$ cat src/rtl/instr_sequencer.sv
`default_nettype none
// ============================================================================
// instr_sequencer : instruction address sequencer with return-address stack
// Rev 1.0
// ============================================================================
module instr_sequencer #(
   parameter int                     INS_ADDR_SIZE = 8,
   parameter int                     STACK_DEPTH   = 4,
   parameter logic [INS_ADDR_SIZE-1:0] RESET_ADDR  = '0
) (
   input  logic                               clk,
   input  logic                               reset_enable,
   input  logic                               stall,
   input  logic [2:0]                         op,
   input  logic [INS_ADDR_SIZE-1:0]           adj,
   input  logic [INS_ADDR_SIZE-1:0]           target,
   output logic [INS_ADDR_SIZE-1:0]           out,
   output logic [$clog2(STACK_DEPTH+1)-1:0]   depth,
   output logic                               overflow,
   output logic                               underflow
);

   localparam int DW = $clog2(STACK_DEPTH + 1);
   localparam int IW = (STACK_DEPTH > 1) ? $clog2(STACK_DEPTH) : 1;
   localparam logic [DW-1:0] DEPTH_MAX = DW'(STACK_DEPTH);

   localparam logic [2:0] OP_HOLD     = 3'd0;
   localparam logic [2:0] OP_INC      = 3'd1;
   localparam logic [2:0] OP_REL      = 3'd2;
   localparam logic [2:0] OP_ABS      = 3'd3;
   localparam logic [2:0] OP_CALL_REL = 3'd4;
   localparam logic [2:0] OP_CALL_ABS = 3'd5;
   localparam logic [2:0] OP_RET      = 3'd6;

   logic [INS_ADDR_SIZE-1:0] out_reg       = RESET_ADDR;
   logic [DW-1:0]            depth_reg     = '0;
   logic                     overflow_reg  = 1'b0;
   logic                     underflow_reg = 1'b0;
   logic [INS_ADDR_SIZE-1:0] stack [2**IW];

   logic [INS_ADDR_SIZE-1:0] out_inc;
   logic [DW-1:0]            depth_dec;
   logic [IW-1:0]            push_idx;
   logic [IW-1:0]            pop_idx;
   logic [INS_ADDR_SIZE-1:0] nxt_out;
   logic [DW-1:0]            nxt_depth;
   logic                     push;
   logic                     set_ovf;
   logic                     set_unf;

   assign out_inc   = out_reg + 1'b1;
   assign depth_dec = depth_reg - 1'b1;
   assign push_idx  = depth_reg[IW-1:0];
   assign pop_idx   = depth_dec[IW-1:0];

   always_comb begin
      nxt_out   = out_reg;
      nxt_depth = depth_reg;
      push      = 1'b0;
      set_ovf   = 1'b0;
      set_unf   = 1'b0;
      case (op)
         OP_INC: nxt_out = out_inc;
         OP_REL: nxt_out = out_reg + adj;
         OP_ABS: nxt_out = target;
         OP_CALL_REL, OP_CALL_ABS: begin
            nxt_out = (op == OP_CALL_REL) ? (out_reg + adj) : target;
            // A full stack still takes the jump; only the push is dropped.
            if (depth_reg == DEPTH_MAX) begin
               set_ovf = 1'b1;
            end else begin
               push      = 1'b1;
               nxt_depth = depth_reg + 1'b1;
            end
         end
         OP_RET: begin
            if (depth_reg == '0) begin
               set_unf = 1'b1;
            end else begin
               nxt_out   = stack[pop_idx];
               nxt_depth = depth_dec;
            end
         end
         default: nxt_out = out_reg;
      endcase
   end

   always_ff @(posedge clk) begin
      if (reset_enable) begin
         out_reg       <= RESET_ADDR;
         depth_reg     <= '0;
         overflow_reg  <= 1'b0;
         underflow_reg <= 1'b0;
      end else if (!stall) begin
         out_reg       <= nxt_out;
         depth_reg     <= nxt_depth;
         overflow_reg  <= overflow_reg | set_ovf;
         underflow_reg <= underflow_reg | set_unf;
      end
   end

   // Stack contents need no reset: entries at or above depth are never read.
   always_ff @(posedge clk) begin
      if (!reset_enable && !stall && push) begin
         stack[push_idx] <= out_inc;
      end
   end

   assign out       = out_reg;
   assign depth     = depth_reg;
   assign overflow  = overflow_reg;
   assign underflow = underflow_reg;

endmodule
`default_nettype wire

$ cat config.mk
export PLATFORM = sky130hd
export DESIGN_NAME = instr_sequencer
export DESIGN_NICKNAME = d
export VERILOG_FILES = /design/src/rtl/instr_sequencer.sv
export SDC_FILE = /design/constraint.sdc
export NUM_CORES = 1
export LEC_CHECK = 0
export CORE_ASPECT_RATIO = 1.1
export CORE_MARGIN = 2
export CORE_UTILIZATION = 54
export CTS_CLUSTER_DIAMETER = 30
export DETAILED_ROUTE_END_ITERATION = 7
export PLACE_DENSITY = 0.79
export SYNTH_ARGS = -nofsm -noshare
export SYNTH_HDL_FRONTEND = slang
export SYNTH_SLANG_ARGS = --single-unit
$ cat constraint.sdc
create_clock -name clk -period 2.5 [get_ports clk]
set_input_delay 0.5 -clock clk [delete_from_list [all_inputs] [get_ports clk]]
set_output_delay 0.5 -clock clk [all_outputs]
set_load 0.01 [all_outputs]
==> After elaboration in Yosys (flattened, before gate mapping) <==
Memory sizes are Yosys's and may differ from the RTL's.
Index checks and enable logic that the tools add are counted.
W data, S select, Z words.
{ "classes": {"muxes": 14, "n_bitwise": 3, "mul": 0, "n_eq_ne": 9, "shifts": 0, "order_cmp": 0, "div": 0, "n_reduce_logical": 10, "add_sub_neg": 4} }
{ "op_table": {"columns": ["cell", "count"], "rows": [
  ["$pmux W8 S5", 1],
  ["$mux W8", 2],
  ["$eq A3 B3 Y1 const B", 4],
  ["$add A8 B1 Y8 const B", 1],
  ["$add A8 B8 Y8", 1],
  ["$mux W1", 8],
  ["$eq A3 B2 Y1 const B", 2],
  ["$mux W3", 2],
  ["$pmux W3 S2", 1],
  ["$reduce_bool A5 Y1", 1],
  ["$ne A2 B2 Y1 const B", 2],
  ["$reduce_and A4 Y1", 1],
  ["$add A3 B1 Y3 const B", 1],
  ["$eq A3 B1 Y1 const B", 1],
  ["$logic_not A3 Y1", 1],
  ["$reduce_and A3 Y1", 1],
  ["$sub A3 B1 Y3 const B", 1],
  ["$logic_and A1 B1 Y1", 2],
  ["$logic_not A1 Y1", 2],
  ["$or A1 B1 Y1", 2],
  ["$reduce_bool A2 Y1", 1],
  ["$reduce_or A2 Y1", 1],
  ["$not A1 Y1", 1]
]} }
{ "totals": {"ramBits": 32, "wordCells": 45, "latchBits": 0, "in_bits": 22, "romBits": 0, "memories": 1, "ff_bits": 13, "out_inout_bits": 13} }
{ "memory_table": {"columns": ["name", "words", "word_bits", "rd", "rd_clocked_by_memory_dff", "write_ports", "line_no", "source"], "rows": [
  ["stack", 4, 8, 1, 0, 1, "39", "logic [INS_ADDR_SIZE-1:0] stack [2**IW];"]
]} }

==> Logic depth before layout (Yosys ltp) <==
Gate-level depths: netlist of the first run.
{ "depth": {"word_depth": 6, "mapped_depth": 10, "ltp_nobuf": 8} }

==> Worst setup path before layout of the first run <==
OpenSTA, ideal clock, no wires.
{ "synth_timing": {"path_type": "register to register", "startpoint": "register depth_reg[0] (netlist: depth[0])", "endpoint": "register out_reg[6] (netlist: out[6])", "required_time_ps": 2376, "t_arrival_ps": 2118, "synth_period_minus_slack_ps": 2242, "setup_ps": 124, "slack_ps": 258, "stages_incl_launch_ff": 9, "n_path_buf": 1, "path_cell_list": "dfxtp_1 buf_4 inv_1 ha_1 ha_1 or2_1 a211o_1 a221oi_1 a21oi_1"} }
{ "synth_between": {"elab_chain_len": 4, "word_cells_on_any_way": 7, "cone_classes": "add/sub (1); eq/ne (1); mux (2); reduce/logical (2); memory (1)"} }
{ "synth_rtl": {"columns": ["item", "line_no", "source"], "rows": [
  ["start: declaration", "36", "logic [DW-1:0] depth_reg = '0;"],
  ["start signal: assignment", "96", "depth_reg <= nxt_depth;"],
  ["$sub A3 B1 Y3", "52", "assign depth_dec = depth_reg - 1'b1;"],
  ["$mem_v2 Z4 W8", null, null],
  ["$mux W8", "77", "if (depth_reg == '0) begin"],
  ["$pmux W8 S5", "62", "case (op)"],
  ["end signal: assignment", "95", "out_reg <= nxt_out;"],
  ["end: declaration", "35", "logic [INS_ADDR_SIZE-1:0] out_reg = RESET_ADDR;"]
]} }
Several ways; a longest one is shown, not always the timed one. The select of a mux whose other input is x is not followed.
A chain may end at the register's enable or synchronous reset.

==> Worst setup path after layout of the first run <==
{ "layout_timing": {"startpoint": "register depth_reg[1] (netlist: depth[1])", "endpoint": "register out_reg[6] (netlist: out[6])"} }
The elaborated chain is that of the path after synthesis.

==> flow_metrics.env, run 1 <==
export IMPL_cts_repair_resized=0
export IMPL_antennaDiodeCount=0
export IMPL_vias=1917
export IMPL_path_cells="inv_1 > ha_1 > ha_1 > or2_1 > a211o_1 > a221oi_1 > a21oi_1"
export IMPL_yosys_most_used_dff="edfxtp_1"
export IMPL_worst_skew_pair_late_latency_ns=0.30
export IMPL_slew_viol_final=0
export IMPL_dp_hpwl_um=4135
export IMPL_cp_end_kind="flop"
export IMPL_min_period_over_period_pct=89.25
export IMPL_yosysUniqueCellTypes=51
export IMPL_crit_required_ns=2.70
export IMPL_largest_reg_flops=32
export IMPL_final_antenna_net_count=0
export IMPL_htreeDepth=2
export IMPL_critical_path_buf_inv_count=1
export IMPL_nFillCells=326
export IMPL_io_pins=35
export IMPL_synth_seq_cells=45
export IMPL_clk_pin_slew_ns=0.10
export IMPL_relSlewSlack_pct=66.60
export IMPL_gr_usage_all_layers_pct=23.94
export IMPL_worstSetupStartpoint="depth[1]"
export IMPL_root_buffer="clkbuf_8"
export IMPL_cp_data_arrival_time_ns=2.43
export IMPL_area_growth_pct=23.54
export IMPL_grt_pass1_vias=1882
export IMPL_r2r_slack_ns=0.27
export IMPL_dieArea_sq_um=5198
export IMPL_power_total_mw=1.712
export IMPL_grt_max_degree=18
export IMPL_wl_per_cell_um=18.25
export IMPL_fp_coreArea_sq_um=4379
export IMPL_path_common_cell="ha_1"
export IMPL_numPortBuffers=34
export IMPL_max_freq_ghz=0.4482
export IMPL_grt_pass1_wl_um=8852
export IMPL_yosys_warnings=0
export IMPL_num_rows=25
export IMPL_instances_no_fill=312
export IMPL_rr_endpoint="out[6]"
export IMPL_leakagePower_nw=1.134
export IMPL_dr_first_iter_drc_count=180
export IMPL_syn_area_sq_um=2504
export IMPL_cap_violations=0
export IMPL_drive_above_1_share_pct=14.34
export IMPL_crit_family="compound AO/OA/AOI/OAI gates"
export IMPL_start_util_pct=57.17
export IMPL_min_from="underflow"
export IMPL_gp_congestion=0.8612
export IMPL_cts_buffers=5
export IMPL_routed_wl_um=5693
export IMPL_dp_slack_ns=0.006745
export IMPL_worst_path_max_fanout=6
export IMPL_synth_edff_count=32
export IMPL_min_delay_worst_endpoint="underflow"
export IMPL_ctsHoldBuffers=0
export IMPL_synthArstFlopShare_pct=0
export IMPL_die_h_um=75.42
export IMPL_period_needed_ns=2.231
export IMPL_dp_cells=304
export IMPL_synth_area_per_cell_sq_um=11.92
export IMPL_holdWs_ns=0.4794
export IMPL_netlist_instances=210
export IMPL_ys_seq_area_share_pct=48.78
export IMPL_ir_drop_v=0.0004693
export IMPL_drc=0
export IMPL_ff2ff_path_depth=7
export IMPL_critPathKind="flop to flop"
export IMPL_antenna_found_initial=0
export IMPL_utilization_pct=70.63
export IMPL_finalNetCount=294
export IMPL_via_per_inst=6.144
export IMPL_fin_ws_ns=0.2687
export IMPL_min_path_type="flop to flop"
export IMPL_cts_tree="built"
export IMPL_post_cts_setup_buffers=0
export IMPL_hold_viol=0
export IMPL_clockBufferDepth=2
export IMPL_status="completed"
export IMPL_cp_slowest_cell="dfxtp_1"
export IMPL_final_setup_viol_count=0
export IMPL_power_density_nw_per_um2=553.6
export IMPL_fin_setup_tns_ns=0
export IMPL_final_area_sq_um=3093
export IMPL_die_w_um=68.92
export IMPL_synth_nets=247
export IMPL_cts_num_sinks=45
export IMPL_drt_first_pass_iters=8
export IMPL_whs_path_depth=2
export IMPL_clock_skew_ns=0.01729
export IMPL_cp_slowest_stage_delay_ns=0.42
export IMPL_overflow=0
export IMPL_seqCellArea_sq_um=1221
export IMPL_rsz0062_at_grt="false"
export IMPL_worst_pin_slew_ns=0.4974
export IMPL_rr_startpoint="depth[1]"
export IMPL_dpl_cell_area_sq_um=2998
export IMPL_multi_input_area_sq_um=1204
export IMPL_startpoint_type="flop"
## how the worst max path moves through the flow
stage                     endpoint  slack [ns]  depth (start not counted)
final                       out[6]        0.27                          7
after global routing        out[6]        0.11                          7
after CTS                   out[6]        0.29                          7
after detailed placement    out[6]       0.007                          8
after global placement      out[6]        0.07                          8
after floorplan             out[6]        0.26                          8
## layout make-up
cell class	count	area share [%]
timing repair buffer	48	15.61
sequential	45	39.48
multi-input combinational	151	38.92
clock buffer	5	2.225
tap	54	2.184
clock inverter	3	0.8495
inverter	6	0.7282
## cell usage in the layout, fill, tap and decap left out, types with 3 or more instances in the layout
cell,count
buf_4,11
edfxtp_1,32
dfxtp_1,13
o211ai_1,3
buf_12,3
nand3_1,13
and3_1,3
a211oi_1,4
xnor2_1,8
inv_6,3
clkbuf_8,5
nor2_1,10
a31oi_1,4
clkdlybuf4s50_1,34
a21oi_1,11
a211o_1,3
a21o_1,4
o21ai_0,13
xor2_1,6
nand2_1,10
ha_1,14
mux4_2,8
and2_1,4
inv_1,6
## Yosys cell counts (2+ instances only)
cell type  count  area (sq um)
nand3_1       13         65.06
a211o_1        3         26.28
nand2_1       10         37.54
nor2_1        10         37.54
xor2_1         6         52.55
and3_1         3         18.77
inv_1          6         22.52
a31oi_1        4         25.02
o21a_1         2         15.01
nor2b_1        2         12.51
mux2i_1        2         20.02
edfxtp_1      32         960.9
a211oi_1       4         30.03
dfxtp_1       13         260.3
buf_2          2         10.01
o211ai_1       3         22.52
a21o_1         4         30.03
buf_6          2         22.52
a211oi_2       2         25.02
and2_1         4         25.02
a21oi_1       11         55.05
o21ai_0       13         65.06
a221oi_1       2         17.52
xnor2_1        8         70.07
mux2_2         2         22.52
buf_4          2         15.01
mux4_2         8         180.2
ha_1          14         175.2
## logic make-up after synthesis
group	Yosys count	share of synthesized area, %
adder cells (fa/ha/maj)	15	7.796
AND/OR/NAND/NOR	54	11.25
XOR/XNOR	14	4.898
multiplexers	12	8.895
flip-flops	45	48.78
buffers and inverters	14	3.148
AO/OA/AOI/OAI	56	15.24
## metal layers
| metal | global-route usage (%) | wire length [um] |
|---|---|---|
| met4 | 9.368 | 135 |
| met3 | 4.136 | 301 |
| met1 | 30.34 | 2405 |
| met2 | 41.03 | 2851 |
| met5 | 0 | 0 |
## tightest hold or removal path, cell delays in order (launching register included)
cell and delay [ns]:
dfxtp_1 0.34, a31oi_1 0.04, nor2_1 0.07
## report_power, final
group          total [mW]  switching (mW)  internal, mW
combinational       0.370           0.186         0.183
clock               0.485           0.277         0.208
sequential          0.857          0.0297         0.828
No activity file was read; power rests on OpenSTA's default activity.
==> inputs of run 2 (changes only) <==
--- a/config.mk
+++ b/config.mk
@@ -5,10 +5,9 @@
 export SDC_FILE = /design/constraint.sdc
 export NUM_CORES = 1
 export LEC_CHECK = 0
-export CORE_ASPECT_RATIO = 1.1
 export CORE_MARGIN = 2
 export CORE_UTILIZATION = 54
-export CTS_CLUSTER_DIAMETER = 30
+export CTS_CLUSTER_DIAMETER = 80
 export DETAILED_ROUTE_END_ITERATION = 7
 export PLACE_DENSITY = 0.79
 export SYNTH_ARGS = -nofsm -noshare
==> flow_metrics.env, run 2 (synthesized netlist as in run 1, its figures left out) <==
export IMPL_layout_commonest_cell="clkdlybuf4s50_1"
export IMPL_final_setup_viol_count=0
export IMPL_vias=1870
export IMPL_cts_buffers=5
export IMPL_ctsHoldBuffers=0
export IMPL_worst_path_max_fanout=6
export IMPL_drt_first_pass_iters=4
export IMPL_num_rows=24
export IMPL_multi_input_area_sq_um=1204
export IMPL_die_h_um=72.09
export IMPL_crit_required_ns=2.69
export IMPL_grt_pass1_wl_um=8832
export IMPL_via_per_inst=6.032
export IMPL_worst_pin_slew_ns=0.5518
export IMPL_startpoint_type="flop"
export IMPL_overflow=0
export IMPL_gr_usage_all_layers_pct=22.69
export IMPL_min_period_over_period_pct=88.42
export IMPL_dp_cells=302
export IMPL_min_from="overflow"
export IMPL_period_needed_ns=2.210
export IMPL_max_freq_ghz=0.4524
export IMPL_dp_slack_ns=0.007699
export IMPL_hold_viol=0
export IMPL_dp_hpwl_um=4098
export IMPL_clk_pin_slew_ns=0.09
export IMPL_area_growth_pct=25.14
export IMPL_dieArea_sq_um=5197
export IMPL_rsz0062_at_grt="false"
export IMPL_min_path_type="flop to flop"
export IMPL_status="completed"
export IMPL_clock_skew_ns=0.01042
export IMPL_slew_viol_final=0
export IMPL_cp_end_kind="flop"
export IMPL_wl_per_cell_um=17.65
export IMPL_root_buffer="clkbuf_8"
export IMPL_fin_ws_ns=0.2896
export IMPL_drive_above_1_share_pct=14.34
export IMPL_clockBufferDepth=2
export IMPL_fin_setup_tns_ns=0
export IMPL_ir_drop_v=0.0004895
export IMPL_routed_wl_um=5473
export IMPL_worst_skew_pair_late_latency_ns=0.30
export IMPL_final_antenna_net_count=0
export IMPL_nFillCells=321
export IMPL_leakagePower_nw=1.153
export IMPL_grt_max_degree=16
export IMPL_dr_first_iter_drc_count=171
export IMPL_instances_no_fill=310
export IMPL_antenna_found_initial=0
export IMPL_gp_congestion=0.9210
export IMPL_power_total_mw=1.880
export IMPL_cts_repair_resized=0
export IMPL_cts_num_sinks=45
export IMPL_fp_coreArea_sq_um=4414
export IMPL_seqCellArea_sq_um=1221
export IMPL_rr_startpoint="depth[1]"
export IMPL_io_pins=35
export IMPL_numPortBuffers=34
export IMPL_antennaDiodeCount=0
export IMPL_htreeDepth=2
export IMPL_cap_violations=0
export IMPL_die_w_um=72.09
export IMPL_power_density_nw_per_um2=600.0
export IMPL_largest_reg_flops=32
export IMPL_worstSetupStartpoint="depth[1]"
export IMPL_drc=0
export IMPL_critPathKind="flop to flop"
export IMPL_finalNetCount=294
export IMPL_relSlewSlack_pct=62.95
export IMPL_most_common_layout_cells="clkdlybuf4s50_1, edfxtp_1, ha_1"
export IMPL_cts_tree="built"
export IMPL_grt_pass1_vias=1841
export IMPL_cp_data_arrival_time_ns=2.40
export IMPL_post_cts_setup_buffers=0
export IMPL_start_util_pct=56.72
export IMPL_utilization_pct=70.98
run 2: cell types whose count changed in the layout (fill, tap and decap cells not counted), sizes merged:
| cell | delta |
|---|---|
| bufinv | +2 |
| inv | -2 |
run 2: critical path: stages (launching register included):
cell and delay, ns:
dfxtp_1 0.42, inv_1 0.10, ha_1 0.23, ha_1 0.24, or2_1 0.28, a211o_1 0.39
a221oi_1 0.34, a21oi_1 0.10
run 2: cell type report:
cell class | count | area share [%]
clock buffers | 5 | 2.196
clock inverters | 3 | 2.196
inverters | 6 | 0.7189
multi-input cells | 151 | 38.42
flip-flops and latches | 45 | 38.98
well taps | 52 | 2.077
repair buffers | 48 | 15.42
run 2: path summary, 6_finish.rpt:
check,end,slack [ns],cells past startpoint
worst min-delay path,overflow,0.48,2
worst max-delay path,out[6],0.29,7
worst min register to register,overflow,0.48,2
worst max register to register,out[6],0.29,7
run 2: report_power, final:
group / switching, mW / total, mW / internal [mW]
Sequential: 0.0295 / 0.857 / 0.828
Combinational: 0.184 / 0.367 / 0.184
Clock: 0.253 / 0.655 / 0.402
run 2: per-stage QoR:
| step | hold slack (ns) | cell area (sq um) |
|---|---|---|
| 2_1_floorplan | 0.5029 | 2504 |
| 3_3_place_gp | 0.4559 | 2995 |
| 3_5_place_dp | 0.4639 | 2995 |
| 4_1_cts | 0.4873 | 3133 |
| 5_1_grt | 0.5169 | 3133 |
| 6_report | 0.4836 | 3133 |
run 2: per-layer routing:
metal / GRT usage [%] / vias to the layer above / share of wire (%)
li1: - / 900 / -
met1: 29.12 / 899 / 43
met2: 38.63 / 58 / 50
met3: 3.333 / 13 / 4.8
met4: 9.434 / 0 / 2.3
met5: 0 / - / 0
==> inputs of run 3 (changes only) <==
--- a/config.mk
+++ b/config.mk
@@ -6,10 +6,10 @@
 export NUM_CORES = 1
 export LEC_CHECK = 0
 export CORE_MARGIN = 2
-export CORE_UTILIZATION = 54
+export CORE_UTILIZATION = 50
 export CTS_CLUSTER_DIAMETER = 80
 export DETAILED_ROUTE_END_ITERATION = 7
-export PLACE_DENSITY = 0.79
+export PLACE_DENSITY = 0.74
 export SYNTH_ARGS = -nofsm -noshare
 export SYNTH_HDL_FRONTEND = slang
 export SYNTH_SLANG_ARGS = --single-unit
==> flow_metrics.env, run 3 (synthesized netlist as in run 1, its figures left out) <==
export IMPL_cts_tree="built"
export IMPL_rr_startpoint="depth[1]"
export IMPL_io_pins=35
export IMPL_critical_path_buf_inv_count=1
export IMPL_path_cells="inv_1 > ha_1 > ha_1 > or2_1 > a211o_1 > a221oi_1 > a21oi_1"
export IMPL_whs_path_depth=2
export IMPL_grt_pass1_wl_um=8307
export IMPL_cap_violations=0
export IMPL_period_needed_ns=2.255
export IMPL_ff2ff_path_depth=7
export IMPL_relSlewSlack_pct=67.92
export IMPL_htreeDepth=2
export IMPL_start_util_pct=52.31
export IMPL_antennaDiodeCount=0
export IMPL_clk_pin_slew_ns=0.10
export IMPL_antenna_found_initial=0
export IMPL_max_freq_ghz=0.4434
export IMPL_vias=1833
export IMPL_routed_wl_um=5357
export IMPL_instances_no_fill=325
export IMPL_m1WireLength_um=2556
export IMPL_path_common_cell="ha_1"
export IMPL_routed_top_layer="met4"
export IMPL_gr_usage_all_layers_pct=20.72
export IMPL_cp_slowest_cell="dfxtp_1"
export IMPL_dpl_cell_area_sq_um=3014
export IMPL_final_antenna_net_count=0
export IMPL_rr_endpoint="out[6]"
export IMPL_cts_repair_resized=0
export IMPL_grt_pass1_vias=1684
export IMPL_worst_skew_pair_late_latency_ns=0.31
export IMPL_min_path_type="flop to flop"
export IMPL_critPathKind="flop to flop"
export IMPL_hold_viol=0
export IMPL_gp_congestion=0.8451
export IMPL_met3_wirelength_um=206
export IMPL_dp_hpwl_um=3946
export IMPL_cts_buffers=5
export IMPL_leakagePower_nw=1.137
export IMPL_clock_skew_ns=0.01354
export IMPL_cp_end_kind="flop"
export IMPL_root_buffer="clkbuf_8"
export IMPL_rsz0062_at_grt="false"
export IMPL_r2r_slack_ns=0.24
export IMPL_layout_commonest_cell="clkdlybuf4s50_1"
export IMPL_dp_cells=317
export IMPL_power_density_nw_per_um2=554.0
export IMPL_worst_pin_slew_ns=0.4778
export IMPL_holdWs_ns=0.4924
export IMPL_cp_slowest_stage_delay_ns=0.42
export IMPL_crit_required_ns=2.69
export IMPL_drive_above_1_share_pct=14.34
export IMPL_numPortBuffers=34
export IMPL_post_cts_setup_buffers=0
export IMPL_crit_family="compound AO/OA/AOI/OAI gates"
export IMPL_min_period_over_period_pct=90.20
export IMPL_slew_viol_final=0
export IMPL_num_rows=25
export IMPL_die_h_um=74.76
export IMPL_drc=0
export IMPL_dieArea_sq_um=5589
export IMPL_overflow=0
export IMPL_final_area_sq_um=3112
export IMPL_fp_coreArea_sq_um=4786
export IMPL_startpoint_type="flop"
export IMPL_final_setup_viol_count=0
export IMPL_wl_per_cell_um=16.48
export IMPL_largest_reg_flops=32
export IMPL_crit_cells=7
export IMPL_ir_drop_v=0.0004660
export IMPL_die_w_um=74.76
export IMPL_clockBufferDepth=2
export IMPL_met2_wirelength_um=2502
export IMPL_grt_max_degree=18
export IMPL_cp_data_arrival_time_ns=2.45
export IMPL_cts_num_sinks=45
export IMPL_via_per_inst=5.640
export IMPL_status="completed"
export IMPL_dr_first_iter_drc_count=104
export IMPL_finalNetCount=294
export IMPL_drt_first_pass_iters=4
export IMPL_worstSetupStartpoint="depth[1]"
export IMPL_crit_path_end="out[6]"
export IMPL_fin_setup_tns_ns=0
export IMPL_most_common_layout_cells="clkdlybuf4s50_1, edfxtp_1, ha_1"
export IMPL_worst_path_max_fanout=6
export IMPL_area_growth_pct=24.29
export IMPL_ctsHoldBuffers=0
## run 3: cell types whose count changed in the layout (fill, tap and decap cells not counted)
cell,before,now
bufinv_16,2,0
inv_8,0,1
inv_6,1,2
## run 3: how the worst min path moves through the flow
stage	from	to	slack, ns
floorplan	overflow	overflow	0.50
global placement	underflow	underflow	0.45
detailed placement	overflow	overflow	0.46
CTS	overflow	overflow	0.49
global route	underflow	underflow	0.52
finish	overflow	overflow	0.49
## run 3: worst reg2reg max path, cell delays in order (launching register included)
cell and delay, ns:
dfxtp_1 0.42, inv_1 0.08, ha_1 0.22, ha_1 0.25, or2_1 0.28, a211o_1 0.41
a221oi_1 0.36, a21oi_1 0.11
## run 3: report_power, final
| group | switching (mW) | internal (mW) | leakage, nW |
|---|---|---|---|
| logic | 0.182 | 0.186 | 0.689 |
| registers | 0.0295 | 0.828 | 0.397 |
| clock network | 0.288 | 0.211 | 0.0511 |
| total | 0.499 | 1.23 | 1.14 |
## run 3: area by class of cell
class                      count  area (sq um)
clock buffer                   5         68.82
multi-input combinational    151          1204
inverter                       6         22.52
tap                           67         83.83
timing repair buffer          48         483.0
clock inverter                 3         28.78
sequential                    45          1221
fill                         382          1674
## run 3: per-stage QoR
step	util, %	power (mW)	worst slack [ns]
detailed placement	62.98	1.239	0.04233
floorplan	-	1.098	0.2577
global placement	62.98	1.236	0.06448
global route	65.02	1.809	0.1574
finish	65.02	1.724	0.2449
CTS	65.02	1.739	0.2709
## run 3: routing by layer
layer | up-vias | track usage (%)
li1 | 906 | -
met1 | 871 | 28.50
met2 | 46 | 32.74
met3 | 10 | 4.150
met4 | 0 | 7.937
met5 | - | 0
